**src/rtl/rst_seq_ctrl.sv**
```systemverilog
// Reset sequencer: holds every reset domain asserted, waits a release delay,
// then releases the domains one at a time (bit 0 first) with a fixed gap.
// A sequence is started by the power-on reset, a watchdog pulse or a
// software request (4-phase req/ack handshake). rst_n is active-high here.
module rst_seq_ctrl #(
    parameter int ASSERT_CYCLES = 2,
    parameter int RELEASE_DELAY = 100,
    parameter int N_DOM         = 3,
    parameter int STAGE_GAP     = 4
) (
    input  logic             clk,
    input  logic             rst_n,
    input  logic             sw_rst_req,
    output logic             sw_rst_ack,
    input  logic             wdt_rst,
    output logic [N_DOM-1:0] dom_rst_out,
    output logic             rst_done,
    output logic [1:0]       rst_cause,
    output logic             busy
);

    typedef enum logic [1:0] {
        ST_ASSERT  = 2'd0,
        ST_HOLD    = 2'd1,
        ST_RELEASE = 2'd2,
        ST_RUN     = 2'd3
    } state_t;

    localparam logic [1:0] CAUSE_POR = 2'b00;
    localparam logic [1:0] CAUSE_SW  = 2'b01;
    localparam logic [1:0] CAUSE_WDT = 2'b10;

    // Counter must hold the longest phase length without wrapping.
    localparam int REL_SPAN = STAGE_GAP * (N_DOM - 1);
    localparam int MAX_AR   = (ASSERT_CYCLES > RELEASE_DELAY) ? ASSERT_CYCLES : RELEASE_DELAY;
    localparam int CNT_MAX  = (MAX_AR > REL_SPAN) ? MAX_AR : REL_SPAN;
    localparam int CNT_W    = $clog2(CNT_MAX + 1);

    localparam logic [CNT_W-1:0] C_ZERO   = {CNT_W{1'b0}};
    localparam logic [CNT_W-1:0] C_ONE    = CNT_W'(1);
    localparam logic [CNT_W-1:0] C_ASSERT = CNT_W'(ASSERT_CYCLES);
    localparam logic [CNT_W-1:0] C_HOLD   = CNT_W'(RELEASE_DELAY);
    // Only used in RELEASE, which is unreachable when N_DOM == 1.
    localparam logic [CNT_W-1:0] C_GAP    = CNT_W'(STAGE_GAP);

    localparam logic [N_DOM-1:0] DOM_ALL  = {N_DOM{1'b1}};
    localparam logic [N_DOM-1:0] DOM_NONE = {N_DOM{1'b0}};
    // Only the last domain still asserted: the next release ends the sequence.
    localparam logic [N_DOM-1:0] DOM_LAST = ~(DOM_ALL >> 1'b1);

    state_t             r_state;
    logic [CNT_W-1:0]   r_cnt;
    logic [N_DOM-1:0]   r_dom;
    logic               r_done;
    logic               r_busy;
    logic [1:0]         r_cause;
    logic               r_ack;

    state_t             w_state_nxt;
    logic [CNT_W-1:0]   w_cnt_nxt;
    logic [N_DOM-1:0]   w_dom_nxt;
    logic               w_done_nxt;
    logic               w_busy_nxt;
    logic [1:0]         w_cause_nxt;
    logic               w_ack_nxt;
    logic               w_ack_hold;
    logic               w_sw_valid;
    logic               w_restart;
    logic               w_restart_any;
    logic [1:0]         w_restart_cause;
    logic               w_enter_run;

    // Next-state, phase counting and registered-output values.
    always_comb begin
        w_state_nxt     = r_state;
        w_cnt_nxt       = r_cnt;
        w_dom_nxt       = r_dom;
        w_done_nxt      = r_done;
        w_busy_nxt      = r_busy;
        w_cause_nxt     = r_cause;
        w_ack_nxt       = r_ack;
        w_restart       = 1'b0;
        w_restart_cause = r_cause;
        w_enter_run     = 1'b0;

        // A request is only valid once the previous acknowledge was withdrawn.
        w_sw_valid = sw_rst_req & ~r_ack;

        // Acknowledge falls as soon as the requester drops its request.
        if (!sw_rst_req) begin
            w_ack_hold = 1'b0;
        end else begin
            w_ack_hold = r_ack;
        end
        w_ack_nxt = w_ack_hold;

        // The entry edge of a phase counts as its first cycle (counter = 1).
        case (r_state)
            ST_ASSERT: begin
                if (r_cnt == C_ASSERT) begin
                    w_state_nxt = ST_HOLD;
                    w_cnt_nxt   = C_ONE;
                end else begin
                    w_cnt_nxt   = r_cnt + C_ONE;
                end
            end
            ST_HOLD: begin
                if (r_cnt == C_HOLD) begin
                    if (N_DOM == 1) begin
                        w_enter_run = 1'b1;
                    end else begin
                        w_state_nxt = ST_RELEASE;
                        w_dom_nxt   = r_dom << 1'b1;
                        w_cnt_nxt   = C_ONE;
                    end
                end else begin
                    w_cnt_nxt = r_cnt + C_ONE;
                end
            end
            ST_RELEASE: begin
                if (r_cnt == C_GAP) begin
                    w_dom_nxt = r_dom << 1'b1;
                    w_cnt_nxt = C_ONE;
                    if (r_dom == DOM_LAST) begin
                        w_enter_run = 1'b1;
                    end else begin
                        w_enter_run = 1'b0;
                    end
                end else begin
                    w_cnt_nxt = r_cnt + C_ONE;
                end
            end
            ST_RUN: begin
                w_cnt_nxt = C_ZERO;
                if (w_sw_valid) begin
                    w_restart       = 1'b1;
                    w_restart_cause = CAUSE_SW;
                end else begin
                    w_restart       = 1'b0;
                end
            end
            default: begin
                // Corrupted state encoding: fall back to a full sequence.
                w_restart       = 1'b1;
                w_restart_cause = r_cause;
            end
        endcase

        // Watchdog wins over everything; a concurrent SW request stays pending.
        w_restart_any = w_restart | wdt_rst;

        if (w_restart_any) begin
            w_state_nxt = ST_ASSERT;
            w_cnt_nxt   = C_ONE;
            w_dom_nxt   = DOM_ALL;
            w_done_nxt  = 1'b0;
            w_busy_nxt  = 1'b1;
            w_cause_nxt = wdt_rst ? CAUSE_WDT : w_restart_cause;
        end else if (w_enter_run) begin
            w_state_nxt = ST_RUN;
            w_cnt_nxt   = C_ZERO;
            w_dom_nxt   = DOM_NONE;
            w_done_nxt  = 1'b1;
            w_busy_nxt  = 1'b0;
            if (r_cause == CAUSE_SW) begin
                w_ack_nxt = 1'b1;
            end else begin
                w_ack_nxt = w_ack_hold;
            end
        end else begin
            w_done_nxt = r_done;
        end
    end

    // State and output registers; rst_n high forces the power-on state at once.
    always_ff @(posedge clk or posedge rst_n) begin
        if (rst_n) begin
            r_state <= ST_ASSERT;
            r_cnt   <= C_ZERO;
            r_dom   <= DOM_ALL;
            r_done  <= 1'b0;
            r_busy  <= 1'b1;
            r_cause <= CAUSE_POR;
            r_ack   <= 1'b0;
        end else begin
            r_state <= w_state_nxt;
            r_cnt   <= w_cnt_nxt;
            r_dom   <= w_dom_nxt;
            r_done  <= w_done_nxt;
            r_busy  <= w_busy_nxt;
            r_cause <= w_cause_nxt;
            r_ack   <= w_ack_nxt;
        end
    end

    assign dom_rst_out = r_dom;
    assign rst_done    = r_done;
    assign busy        = r_busy;
    assign rst_cause   = r_cause;
    assign sw_rst_ack  = r_ack;

endmodule

```
**config.mk**
```make
export PLATFORM = sky130hd
export DESIGN_NAME = rst_seq_ctrl
export DESIGN_NICKNAME = d
export VERILOG_FILES = /design/src/rtl/rst_seq_ctrl.sv
export SDC_FILE = /design/constraint.sdc
export NUM_CORES = 1
export LEC_CHECK = 0
export CORE_MARGIN = 1
export CORE_UTILIZATION = 50
export DETAILED_ROUTE_END_ITERATION = 7
export PLACE_DENSITY = 0.69
export SLEW_MARGIN = 40
export SYNTH_ARGS = -nofsm -noshare
export SYNTH_HDL_FRONTEND = slang
export SYNTH_SLANG_ARGS = --single-unit
```
**constraint.sdc**
```tcl
create_clock -name clk -period 4 [get_ports clk]
set_clock_uncertainty 0.05 [all_clocks]
set_input_delay 0.6 -clock clk [delete_from_list [all_inputs] [get_ports clk]]
set_output_delay 0.6 -clock clk [all_outputs]
set_load 0.005 [all_outputs]
```
=== After elaboration in Yosys (flattened, before gate mapping) ===
Cells that the tools add are included.
W data, S select, Z words.

* Equal/unequal tests: 11
* Div/mod/pow operators: 0
* Add/subtract/negate cells: 1
* $mul: 0
* Shift operators: 0
* Mux-type cells: 32
* Reductions and logical operators: 9
* Magnitude comparators: 0
* Bitwise operators: 3

{| class="wikitable"
|+ Operators with widths
! kind !! count
|-
| $mux W7 || 5
|-
| $pmux W7 S4 || 1
|-
| $mux W2 || 7
|-
| $mux W1 || 13
|-
| $mux W3 || 4
|-
| $ne A4 B4 Y1 const B || 3
|-
| $reduce_and A3 Y1 || 3
|-
| $reduce_bool A4 Y1 || 2
|-
| $add A7 B1 Y7 const B || 1
|-
| $eq A7 B2 Y1 const B || 1
|-
| $eq A7 B3 Y1 const B || 1
|-
| $eq A7 B7 Y1 const B || 1
|-
| $pmux W3 S2 || 1
|-
| $reduce_bool A2 Y1 || 3
|-
| $eq A2 B1 Y1 const B || 2
|-
| $eq A2 B2 Y1 const B || 2
|-
| $pmux W2 S2 || 1
|-
| $eq A3 B3 Y1 const B || 1
|-
| $logic_not A2 Y1 || 1
|-
| $and A1 B1 Y1 || 1
|-
| $not A1 Y1 || 1
|-
| $or A1 B1 Y1 || 1
|}

* RAM bits: 0
* Register bits after elaboration: 17
* Latch bits: 0
* Bits in read-only memories: 0
* Memories kept: 0
* Output and inout bits: 8
* Input bits: 4
* Logic and storage cells: 63

=== Longest topological paths before layout ===
* Depth in word-level cells: 7
* Depth in mapped cells: 7
* Depth with buffers taken out: 6

=== Least setup slack after synthesis ===
No wires, ideal clock.

* Path kind: register to register
* Start: register r_state[0]
* End: register r_dom[2], in the netlist dom_rst_out[2]
* Arrival time: 1.592 ns
* Library setup time: 0.081 ns
* Required time: 3.869 ns
* Path buffers: 0
* Cell stages (with the launch flop): 7
* Period minus slack after synthesis: 1.723 ns
* Setup slack: 2.277 ns
* Path through: dfrtp_1 > inv_1 > ha_1 > nor2b_1 > a32o_1 > or2_2 > o211ai_1

* Longest elaborated chain between the ends: 5
* Elaborated cells between the ends (all ways): 13
* Those cells by class: 5 x eq/ne; 5 x mux; 1 x bitwise; 2 x reduce/logical

{| class="wikitable"
|+ RTL lines
! element !! line !! source
|-
| start, declared || 51 || <nowiki>state_t r_state;</nowiki>
|-
| start signal, assigned || 186 || <nowiki>r_state <= w_state_nxt;</nowiki>
|-
| $eq A2 B2 Y1 || 98 || <nowiki>case (r_state)</nowiki>
|-
| $mux W1 || 98 ||
|-
| $or A1 B1 Y1 || 150 || <nowiki>w_restart_any = w_restart | wdt_rst;</nowiki>
|-
| $ne A4 B4 Y1 (no line) / $reduce_bool A4 Y1 (equally long branches) || n/a ||
|-
| $reduce_and A3 Y1 (no line) || n/a ||
|-
| end signal, assigned || 188 || <nowiki>r_dom <= w_dom_nxt;</nowiki>
|-
| end, declared || 53 || <nowiki>logic [N_DOM-1:0] r_dom;</nowiki>
|}

Parallel ways exist; a longest one is shown, timed or not.
A chain may end at the register's enable or synchronous reset.

=== Worst setup path in the final report ===
* Start: input sw_rst_req
* End: register r_cnt[1]

* Longest elaborated chain between the ends: 5

{| class="wikitable"
|+ RTL lines
! element !! line !! source
|-
| start, declared || 13 || <nowiki>input logic sw_rst_req,</nowiki>
|-
| $and A1 B1 Y1 || 87 || <nowiki>w_sw_valid = sw_rst_req & ~r_ack;</nowiki>
|-
| $mux W1 || 135 || <nowiki>if (w_sw_valid) begin</nowiki>
|-
| $mux W1 || 98 ||
|-
| $or A1 B1 Y1 || 150 ||
|-
| $mux W7 || 152 || <nowiki>if (w_restart_any) begin</nowiki>
|-
| via w_cnt_nxt[1] || 60 || <nowiki>logic [CNT_W-1:0] w_cnt_nxt;</nowiki>
|-
| end signal, assigned || 187 || <nowiki>r_cnt <= w_cnt_nxt;</nowiki>
|-
| end, declared || 52 || <nowiki>logic [CNT_W-1:0] r_cnt;</nowiki>
|}

The timed path passes the listed nets, and every way through them passes these cells.

==> metrics.csv <==
stage,metric,value,unit
status,status,finished clean,
synthesis,syn avg cell area,10.3,um^2
layout,area of the multi-input gates,533,um^2
route,vias per std cell,5.60,
hold_path,Hold Path Depth,2,
route,Via Count,762,
clocking,Clock Latency Late Sink,0.29,ns
route,Pre-Repair DR Iteration Count,4,
sta,Fin. Hold Viols,0,
clocking,CTS H-tree lvls,1,
layout,n_diodes,0,
setup_path,Worst Setup Start Kind,input port,
sta,RSZ-0062 raised after global routing,no,
floorplanning,die height,46.9,um
setup_path,FF-to-FF Start,r_state[0]$_DFFE_PP0P_,
global_route,number of global-route vias before repair,741,
synthesis,number of synthesized flops with an enable pin,0,
clocking,root buffer cell,clkbuf_4,
setup_path,Worst Path Max Fanout,8,
sta,Slew HR,0.580,
sta,fin. max-slew vios,0,
hold_path,HP Class,register to register,
route,DRT iter0 DRCs,8,
layout,Final Cell Area,0.00116,mm^2
floorplanning,Core ar.,0.00180,mm^2
layout,filler instances,155,
route,Post-DRT Antenna Nets,0,
route,Routed WL,1860,um
sta,final worst path period need,2.13,ns
power_and_ir_drop,VDD IR-drop max,0.295,mV
clocking,TritonCTS clock tree,done,
synthesis,Syn Nets,109,
placed_design,# port buffers,11,
sta,period utilization,0.533,
synthesis,Mapped Cells,98,
global_route,first-pass GRT wire length,3330,um
synthesis,"Seq/Total Area, Yosys",0.428,
setup_path,worst path required time,4.16,ns
sta,Final Setup Violations,0,
layout,most frequent cells in the layout,"13 x dfrtp_1, 11 x clkdlybuf4s50_1, 9 x inv_1",
power_and_ir_drop,combinational share of power,0.394,
synthesis,ys flop type,dfrtp_1,
floorplanning,Ports,12,
route,per-cell routed wire length,13.7,um
synthesis,#FFs+latches synth,17,
global_route,gr ovfl total,0,
synthesis,Async SR Flop Fraction,1.00,
global_route,initial antenna violation count,0,
clocking,Worst-path clk slew,0.10,ns
floorplanning,# rows,15,
clocking,post-CTS setup buffers,0,
synthesis,Synth Warn #,0,
power_and_ir_drop,total chip power,0.000555,W
global_route,gr usage total,0.213,
placed_design,HPWL reported at the end of detailed placement,1410,um
flow_run,max-cap viol count,0,
layout,"commonest non-fill, non-tap cell in the layout",dfrtp_1,
clocking,Max clock buf depth,2,
sta,Max Clk Rate,469,MHz
sta,TNS Setup,0,ns
clocking,Inserted Clock Buffers,3,
power_and_ir_drop,Switching Share,0.357,
hold_path,worst hold path startpoint,busy$_DFFE_PP1N_,
floorplanning,Die Area,0.00220,mm^2
setup_path,Setup crit end kind,register,
sta,Slew @ Worst Pin,0.630,ns
layout,Reg area,430,um^2
setup_path,CP Launch Point,sw_rst_req,
layout,fin nets,123,
synthesis,mapped cell area,0.00101,mm^2
floorplanning,Chip Width,46.9,um
placed_design,Post-Place Cell Area,0.00114,mm^2
setup_path,CP Class,input port to register,
setup_path,R2R depth,5,
power_and_ir_drop,Int Pwr,0.000357,W
clocking,Resized cells post-CTS,0,
power_and_ir_drop,sequential power share,0.441,
floorplanning,initial core utilization,0.558,
synthesis,distinct cell type count after synthesis,39,
global_route,largest net degree at the start of global routing,18,
power_and_ir_drop,pwr dens,477,mW/mm^2
layout,Area growth syn-to-layout,15.8,%
power_and_ir_drop,Clk pwr share,0.166,
clocking,hold_buf cts,0,
placed_design,GP Congestion,0.781,
route,Residual DRC,0,
power_and_ir_drop,leakage power,0.501,nW
power_and_ir_drop,switching power,0.000198,W
setup_path,crit path DAT,2.29,ns
clocking,CTS sink cnt,17,
layout,share of post-route cells with drive strength above 1,0.162,
## power groups by stage
| stage | logic (W) | clock network [W] | registers (W) |
|---|---|---|---|
| 3_3_place_gp | 0.000215 | 0 | 0.000246 |
| 3_5_place_dp | 0.000217 | 0 | 0.000249 |
| 4_1_cts | 0.000218 | 0.0000961 | 0.000245 |
| 5_1_grt | 0.000250 | 0.000103 | 0.000251 |
| 2_1_floorplan | 0.000164 | 0 | 0.000240 |
| 6_report | 0.000218 | 0.0000919 | 0.000245 |
## stage by stage
step,hold WS [ns],util,instances,worst slack [ns]
3_3_place_gp,0.399,0.632,132,1.61
5_1_grt,0.435,0.647,136,1.68
2_1_floorplan,0.398,-,98,2.28
6_report,0.410,0.647,136,1.87
3_5_place_dp,0.398,0.632,132,1.58
4_1_cts,0.414,0.647,136,1.88
## layer usage
| metal | up-vias | wire length, um | part of all wire | GRT usage |
|---|---|---|---|---|
| met5 | - | 0 | 0 | 0 |
| met4 | 0 | 34 | 0.018 | 0.0857 |
| met3 | 4 | 37 | 0.020 | 0.0231 |
| met2 | 12 | 861 | 0.46 | 0.333 |
| met1 | 366 | 931 | 0.50 | 0.302 |
| li1 | 380 | - | - | - |
## worst max-delay path: stages
cell,delay (ns)
clkdlybuf4s50_1,0.42
nand3b_1,0.14
nor2b_1,0.54
o311ai_2,0.34
nor3b_1,0.25
## flip-flops by register name (all words and copies together), names as in the netlist
| name | flops |
|---|---|
| r_cnt | 7 |
| dom_rst_out | 3 |
| r_state | 2 |
| rst_cause | 2 |
| busy | 1 |
| rst_done | 1 |
| sw_rst_ack | 1 |
## cell type report
class	instances	share of cell area
clock buffer	4	0.0226
tap	25	0.0269
inverter	9	0.0290
multi-input combinational	70	0.458
timing repair buffer	11	0.0945
sequential	17	0.369
## kinds of logic after synthesis
| family | synth area share |
|---|---|
| AO/OA/AOI/OAI | 0.173 |
| flip-flops | 0.428 |
| buffers and inverters | 0.0423 |
| AND/OR/NAND/NOR | 0.226 |
| XOR/XNOR | 0.0435 |
| adder cells (fa/ha/maj) | 0.0871 |
## synthesized netlist by cell type (3+ instances only)
cell | n | share of area
xnor2_1 | 3 | 0.026
nor2_1 | 3 | 0.011
dfstp_2 | 4 | 0.10
nand2_1 | 6 | 0.022
nor3_1 | 6 | 0.030
nor2b_1 | 3 | 0.019
nand3_1 | 4 | 0.020
o21ai_0 | 6 | 0.030
dfrtp_1 | 13 | 0.32
inv_1 | 9 | 0.034
o211ai_1 | 3 | 0.022
ha_1 | 7 | 0.087
## worst paths after layout
kind / end / slack, ns
worst max register to register: r_cnt[1]$_DFF_PP0_ / 1.95
min in group asynchronous: r_state[0]$_DFFE_PP0P_ / 0.62
max in group asynchronous: r_cnt[4]$_DFF_PP0_ / 2.87
worst min-delay path: busy$_DFFE_PP1N_ / 0.41
worst max-delay path: r_cnt[1]$_DFF_PP0_ / 1.87
worst min register to register: busy$_DFFE_PP1N_ / 0.41
Note: power is estimated with default switching activity, not from simulation.
